[config.mk]
export PLATFORM = sky130hd
export DESIGN_NAME = mu0_sync_ram
export DESIGN_NICKNAME = d
export VERILOG_FILES = /design/src/rtl/mu0_sync_ram.sv
export SDC_FILE = /design/constraint.sdc
export NUM_CORES = 1
export LEC_CHECK = 0
export CORE_MARGIN = 10
export CORE_UTILIZATION = 45
export CTS_CLUSTER_DIAMETER = 60
export CTS_CLUSTER_SIZE = 24
export DETAILED_ROUTE_END_ITERATION = 8
export RECOVER_POWER = 25
export SYNTH_ARGS = -nofsm -noshare
export SYNTH_HDL_FRONTEND = slang
export SYNTH_SLANG_ARGS = --single-unit
[constraint.sdc]
create_clock -name clk -period 4.68 [get_ports clk]
set_clock_uncertainty 0.05 [all_clocks]
set_input_delay 0.702 -clock clk [delete_from_list [all_inputs] [get_ports clk]]
set_output_delay 0.702 -clock clk [all_outputs]
set_load 0.02 [all_outputs]
[src/rtl/mu0_sync_ram.sv]
// Single-port synchronous word RAM for the MU0 datapath: registered request/ready
// handshake, programmable wait states, optional zeroing sweep after reset, range error flag.
module mu0_sync_ram #(
    parameter int DATA_W         = 16,
    parameter int ADDR_W         = 12,
    parameter int DEPTH          = 32,
    parameter int WAIT_STATES    = 0,
    parameter int CLEAR_ON_RESET = 1
) (
    input  logic              clk,
    input  logic              mem_rst,
    input  logic              memrq,
    input  logic              rw,
    input  logic [ADDR_W-1:0] addr,
    input  logic [DATA_W-1:0] in_data,
    output logic [DATA_W-1:0] out_data,
    output logic              ready,
    output logic              err,
    output logic              busy
);

    localparam int IDX_W = (DEPTH > 1) ? $clog2(DEPTH) : 1;
    localparam logic [IDX_W-1:0]  LAST_IDX = IDX_W'(DEPTH - 1);
    localparam logic [ADDR_W:0]   DEPTH_L  = (ADDR_W+1)'(DEPTH);

    typedef enum logic [1:0] {S_CLEAR, S_IDLE, S_WAIT, S_DONE} state_t;

    state_t              state_q, state_d;
    logic [IDX_W-1:0]    clr_ptr_q, clr_ptr_d;
    logic [3:0]          cnt_q, cnt_d;
    logic [ADDR_W-1:0]   addr_q, addr_d;
    logic                rw_q, rw_d;
    logic [DATA_W-1:0]   data_q, data_d;
    logic [DATA_W-1:0]   out_data_q, out_data_d;
    logic                ready_q, ready_d;
    logic                err_q, err_d;
    logic                busy_q, busy_d;

    logic [DATA_W-1:0]   mem [DEPTH];
    logic                mem_we;
    logic [IDX_W-1:0]    mem_idx;
    logic [DATA_W-1:0]   mem_wdata;
    logic                in_range;
    logic [IDX_W-1:0]    addr_idx;

    // Full-width compare so out-of-range addresses never alias onto real words.
    assign in_range = ({1'b0, addr_q} < DEPTH_L);
    assign addr_idx = addr_q[IDX_W-1:0];

    always_comb begin
        state_d    = state_q;
        clr_ptr_d  = clr_ptr_q;
        cnt_d      = cnt_q;
        addr_d     = addr_q;
        rw_d       = rw_q;
        data_d     = data_q;
        out_data_d = out_data_q;
        ready_d    = 1'b0;
        err_d      = 1'b0;
        busy_d     = busy_q;
        mem_we     = 1'b0;
        mem_idx    = clr_ptr_q;
        mem_wdata  = '0;

        case (state_q)
            S_CLEAR: begin
                mem_we = 1'b1;
                if (clr_ptr_q == LAST_IDX) begin
                    state_d   = S_IDLE;
                    busy_d    = 1'b0;
                    clr_ptr_d = '0;
                end else begin
                    clr_ptr_d = clr_ptr_q + IDX_W'(1);
                end
            end
            S_IDLE: begin
                if (memrq) begin
                    addr_d  = addr;
                    rw_d    = rw;
                    data_d  = in_data;
                    cnt_d   = 4'(WAIT_STATES);
                    state_d = S_WAIT;
                end
            end
            S_WAIT: begin
                if (cnt_q != 4'd0) begin
                    cnt_d = cnt_q - 4'd1;
                end else begin
                    ready_d = 1'b1;
                    state_d = S_DONE;
                    if (!in_range) begin
                        err_d = 1'b1;
                        if (rw_q) out_data_d = '0;
                    end else if (rw_q) begin
                        out_data_d = mem[addr_idx];
                    end else begin
                        mem_we    = 1'b1;
                        mem_idx   = addr_idx;
                        mem_wdata = data_q;
                    end
                end
            end
            S_DONE: begin
                state_d = S_IDLE;
            end
            default: begin
                state_d = S_IDLE;
            end
        endcase
    end

    always_ff @(posedge clk) begin
        if (mem_rst) begin
            state_q    <= (CLEAR_ON_RESET != 0) ? S_CLEAR : S_IDLE;
            busy_q     <= (CLEAR_ON_RESET != 0);
            clr_ptr_q  <= '0;
            cnt_q      <= '0;
            out_data_q <= '0;
            ready_q    <= 1'b0;
            err_q      <= 1'b0;
        end else begin
            state_q    <= state_d;
            busy_q     <= busy_d;
            clr_ptr_q  <= clr_ptr_d;
            cnt_q      <= cnt_d;
            out_data_q <= out_data_d;
            ready_q    <= ready_d;
            err_q      <= err_d;
        end
    end

    always_ff @(posedge clk) begin
        addr_q <= addr_d;
        rw_q   <= rw_d;
        data_q <= data_d;
    end

    // A write decided in the same cycle as reset is dropped: aborted accesses never commit.
    always_ff @(posedge clk) begin
        if (mem_we && !mem_rst) mem[mem_idx] <= mem_wdata;
    end

    assign out_data = out_data_q;
    assign ready    = ready_q;
    assign err      = err_q;
    assign busy     = busy_q;

endmodule

# Word level (Yosys, flattened, before mapping)
# Memories as Yosys holds them, arrays and structs flattened. A register that Yosys moved wholly into a read port is not among the register bits.
# Index checks and enable logic that the tools add are counted.
# W data, S select, Z words.
[classes] n_addsub=2 order_cmp=1 n_eq_ne=8 n_mux=28 bitwise_logic=2 reduce_logical=12
[op_table] cell="$mux W16" count=7
[op_table] cell="$mux W5" count=6
[op_table] cell="$lt A12 B6 Y1 const B" count=1
[op_table] cell="$reduce_and A3 Y1" count=3
[op_table] cell="$mux W4" count=2
[op_table] cell="$ne A2 B2 Y1 const B" count=4
[op_table] cell="$pmux W2 S4" count=1
[op_table] cell="$pmux W4 S2" count=1
[op_table] cell="$mux W1" count=7
[op_table] cell="$mux W2" count=3
[op_table] cell="$add A5 B1 Y5 const B" count=1
[op_table] cell="$eq A5 B5 Y1 const B" count=1
[op_table] cell="$eq A2 B2 Y1 const B" count=2
[op_table] cell="$reduce_and A2 Y1" count=2
[op_table] cell="$reduce_bool A4 Y1" count=1
[op_table] cell="$sub A4 B1 Y4 const B" count=1
[op_table] cell="$reduce_or A3 Y1" count=1
[op_table] cell="$eq A2 B1 Y1 const B" count=1
[op_table] cell="$logic_not A2 Y1" count=1
[op_table] cell="$not A1 Y1" count=2
[op_table] cell="$pmux W1 S2" count=1
[op_table] cell="$reduce_bool A2 Y1" count=1
[op_table] cell="$reduce_or A2 Y1" count=1
[op_table] cell="$logic_and A1 B1 Y1" count=1
[op_table] cell="$logic_not A1 Y1" count=1
[word_totals] regBits=59 ram_bits=512 in_bits=32 output_inout_bits=19 word_cells=64 n_memories=1
[mem_list] name="mem" words=32 width=16 read_ports=1 rd_ports_with_merged_regs=1 write_ports=1 line_no="39" rtl="logic [DATA_W-1:0] mem [DEPTH];"

# Depth between registers and ports, before layout
[depth] word_depth=7 mapped_depth=10

# Worst setup path before layout
# Ideal clock, no wire load.
[synth_timing] path_type="register -> register" startpoint="register state_q[0]" endpoint="memory mem[16][0], enable pin" t_arrival_ns=2.602 path_slack_ns=1.640 stages_incl_launch_ff=10 n_path_buf=2 path_cell_list="dfxtp_1 -> inv_1 -> ha_1 -> nand4bb_1 -> nor4_4 -> buf_6 -> buf_8 -> mux2i_1 -> nand2_2 -> nor2_1"
[synth_between] elab_chain_cells=5 word_cells_on_any_way=7 classes_between="1 x eq/ne; 4 x mux; 2 x reduce/logical"
[synth_rtl] element="from (decl)" line_no="28" rtl="state_t state_q, state_d;"
[synth_rtl] element="from (signal assigned)" line_no="114" rtl="state_q <= (CLEAR_ON_RESET != 0) ? S_CLEAR : S_IDLE;"
[synth_rtl] element="from (signal assigned)" line_no="122" rtl="state_q <= state_d;"
[synth_rtl] element="$eq A2 B2 Y1 or $logic_not A2 Y1 (tied branches)" line_no="65" rtl="case (state_q)"
[synth_rtl] element="$pmux W1 S2" line_no="65"
[synth_rtl] element="$logic_and A1 B1 Y1" line_no="140" rtl="if (mem_we && !mem_rst) mem[mem_idx] <= mem_wdata;"
[synth_rtl] element="$mux W1" line_no="140"
[synth_rtl] element="$mux W1 (not written as such)" line_no="140"
[synth_rtl] element="to (decl)" line_no="39"
# Parallel ways exist; a longest one is shown, timed or not.

# Worst setup path in the final report
[layout_timing] startpoint="register state_q[0]" endpoint="memory mem[22][1], enable pin"
# The elaborated chain is that of the path after synthesis.

==> impl_metrics.yaml <==
yosys:
  ys.flop_type: "edfxtp_1"
  synth_cell_types: 63
  synth_edf_count: 541
  ys_top_cells_by_area: "edfxtp_1 72%, mux4_2 8.9%, mux2i_1 3.2%"
  synth_largest_area_cell: "edfxtp_1"
  async_reset_ff_share_pct: 0
  synth_warnings: 0
  syn_inst: 1172
  seq_area_frac_synth_pct: 74.76
  ys_ff_latch: 576
  synth_top_area_share_pct: 71.67
  synth_area_sq_um: 22670
  synthesis.nets: 1211
  syn_avg_cell_area_sq_um: 19.34
place:
  gp_congestion: 0.8952
  dp_hpwl_um: 31270
  io_buffers: 50
  dp_cells: 1890
  place_ws_ns: 1.029
detailed_routing:
  vias: 11120
  dr.pass1.iters: 6
  drt_iter0_drc: 1066
  vias_per_cell: 5.680
  drc: 0
  routed_wl_um: 50810
  postRouteAntennaNets: 0
  wl_per_cell_um: 25.95
finish:
  n_antenna_cell: 0
  drive_gt1_share_pct: 21.54
  layout.cells.most_common: "edfxtp_1"
  fin_nets: 1298
  area_growth_pct: 11.96
  mostFrequentLayoutCells: "541 x edfxtp_1, 90 x mux4_2, 72 x mux2i_1"
  stdcell_count: 1958
  fin_util_pct: 50.79
critical_path:
  crit_arrival_ns: 3.93
  max_stage_delay_ns: 0.78
  worstPathMaxFanout: 18
  path_delay_family: "simple AND/OR/NAND/NOR gates"
  worst-setup-path-type: "reg -> reg"
  critPathRequiredTime_ns: 4.92
  slowest_stage: "nor4_4"
  cp_num_buf_inv: 3
  crit_path_end_kind: "flip-flop"
  worstPathCellList: "inv_1 > ha_1 > nand4bb_1 > nor4_4 > clkbuf_1 > mux2_4 > nand2_2 > nor2_1 > buf_12"
  critPathLaunchType: "flip-flop"
timing:
  max_freq_mhz: 270.6
  worst_pin_slew_ns: 1.929
  slew_headroom_pct: -29.64
  drv_slew: 24
  timing_hold_violations_final: 0
  rsz0062_at_grt: "false"
  finalSetupTns_ns: 0
  finalSetupViolCount: 0
  post-route-period-util_pct: 78.95
  setup_slack_ns: 0.9851
  period_minus_slack_ns: 3.695
cts:
  ctsHoldBuffers: 0
  post_cts_resized: 0
  clock_sinks: 576
  clk_pin_slew_worst_paths_ns: 0.08
  numCtsBuffers: 39
  root_buffer: "clkbuf_16"
  cts_tree: "done"
  clk_latency_ns: 0.58
  cts_setup_buffers: 0
  cts.path.max_buffers: 3
  htreeDepth: 2
grt:
  grt.busiest_layer: "met2"
  grt_max_degree: 49
  antenna_found_initial: 0
  gr-usage-all-layers_pct: 17.01
  grt_pass1_vias: 11150
  met2_usage_pct: 27.22
  grt_pass1_wl_um: 75200
  grt_overflow: 0
  grtUsageMet1_pct: 23.48
  grtUsageMet3_pct: 4.044
floorplanning:
  dieArea_sq_um: 59750
  die_h_um: 244.4
  core_sq_um: 49970
  initial_core_util_pct: 45.36
  pin_count: 51
  rows: 82
  die_x_um: 244.4
run_status:
  violations: "capacitance limit, slew limit"
  status: "complete, but fails checks"
power:
  power.leakage_nw: 7.788
  power_density_nw_per_um2: 429.6
  power.total_mw: 10.90
  vdd_ir_drop_max_mv: 0.3267
hold_path:
  hp-class: "reg -> reg"
flow_run:
  maxCapViolations: 1
## cells by family (layout without fill, tap and decap cells)
group,Yosys count,in the layout,synth area share [%]
adder cells (fa/ha/maj),7,7,0.3864
multiplexers,202,202,14.34
flip-flops,576,576,74.76
AND/OR/NAND/NOR,190,190,4.355
XOR/XNOR,3,3,0.1159
AO/OA/AOI/OAI,122,122,4.019
buffers and inverters,72,186,2.020
## cell type report
type	count	area (sq um)
Clock buffer	44	1037
Multi-Input combinational cell	524	5266
Sequential cell	576	16960
Timing Repair Buffer	111	969.7
Fill cell	4040	24590
Tap cell	672	840.8
Inverter	7	26.28
Clock inverter	24	277.8
## per-layer routing
metal / vias up / share of wire [%]
met4: 0 / 1.4
met2: 313 / 48
met1: 5831 / 44
li1: 4919 / -
met5: - / 0
met3: 58 / 6.6
## synthesized netlist by cell type (14+ instances only)
cell type  number
edfxtp_1      541
mux4_2         90
mux2i_1        72
nor2_1         52
nand2_1        49
dfxtp_1        35
mux2_2         35
clkbuf_1       25
and2_1         18
o21ai_0        18
buf_2          14
nand3_1        14
nor2b_1        14
## report_power, final
group          total [mW]  leakage (nW)  switching, mW  internal, mW
Combinational        1.39          2.36          0.759         0.629
Sequential           5.94          4.80          0.183          5.76
Clock                3.58         0.636           1.83          1.74
Total                10.9          7.79           2.77          8.13
## sequential cells by signal, indices dropped and copies added (netlist names), named ones only
| register | flops |
|---|---|
| mem | 512 |
| data_q | 16 |
| out_data | 16 |
| addr_q | 12 |
| clr_ptr_q | 5 |
| cnt_q | 4 |
| state_q | 2 |
| busy | 1 |
| err | 1 |
| ready | 1 |
| rw_q | 1 |
## per-stage QoR
| step | area (sq um) | hold slack, ns |
|---|---|---|
| finish | 25380 | 0.4203 |
| global route | 25380 | 0.4521 |
| CTS | 25410 | 0.4353 |
| detailed placement | 24100 | 0.4146 |
| global placement | 24100 | 0.3863 |
| floorplan | 22670 | 0.4342 |
## final timing paths
path              start    endpoint  slack, ns  depth (start not counted)
min                busy        busy       0.42                          1
max reg2reg  state_q[0]  mem[22][1]       0.99                          9
min reg2reg        busy        busy       0.42                          1
max          state_q[0]  mem[22][1]       0.99                          9
## worst register-to-register path, stage by stage, from the launching register on
cell	delay [ns]
dfxtp_1	0.33
inv_1	0.08
ha_1	0.27
nand4bb_1	0.27
nor4_4	0.78
clkbuf_1	0.59
mux2_4	0.33
nand2_2	0.08
nor2_1	0.42
buf_12	0.22
No activity file was read; power rests on OpenSTA's default activity.
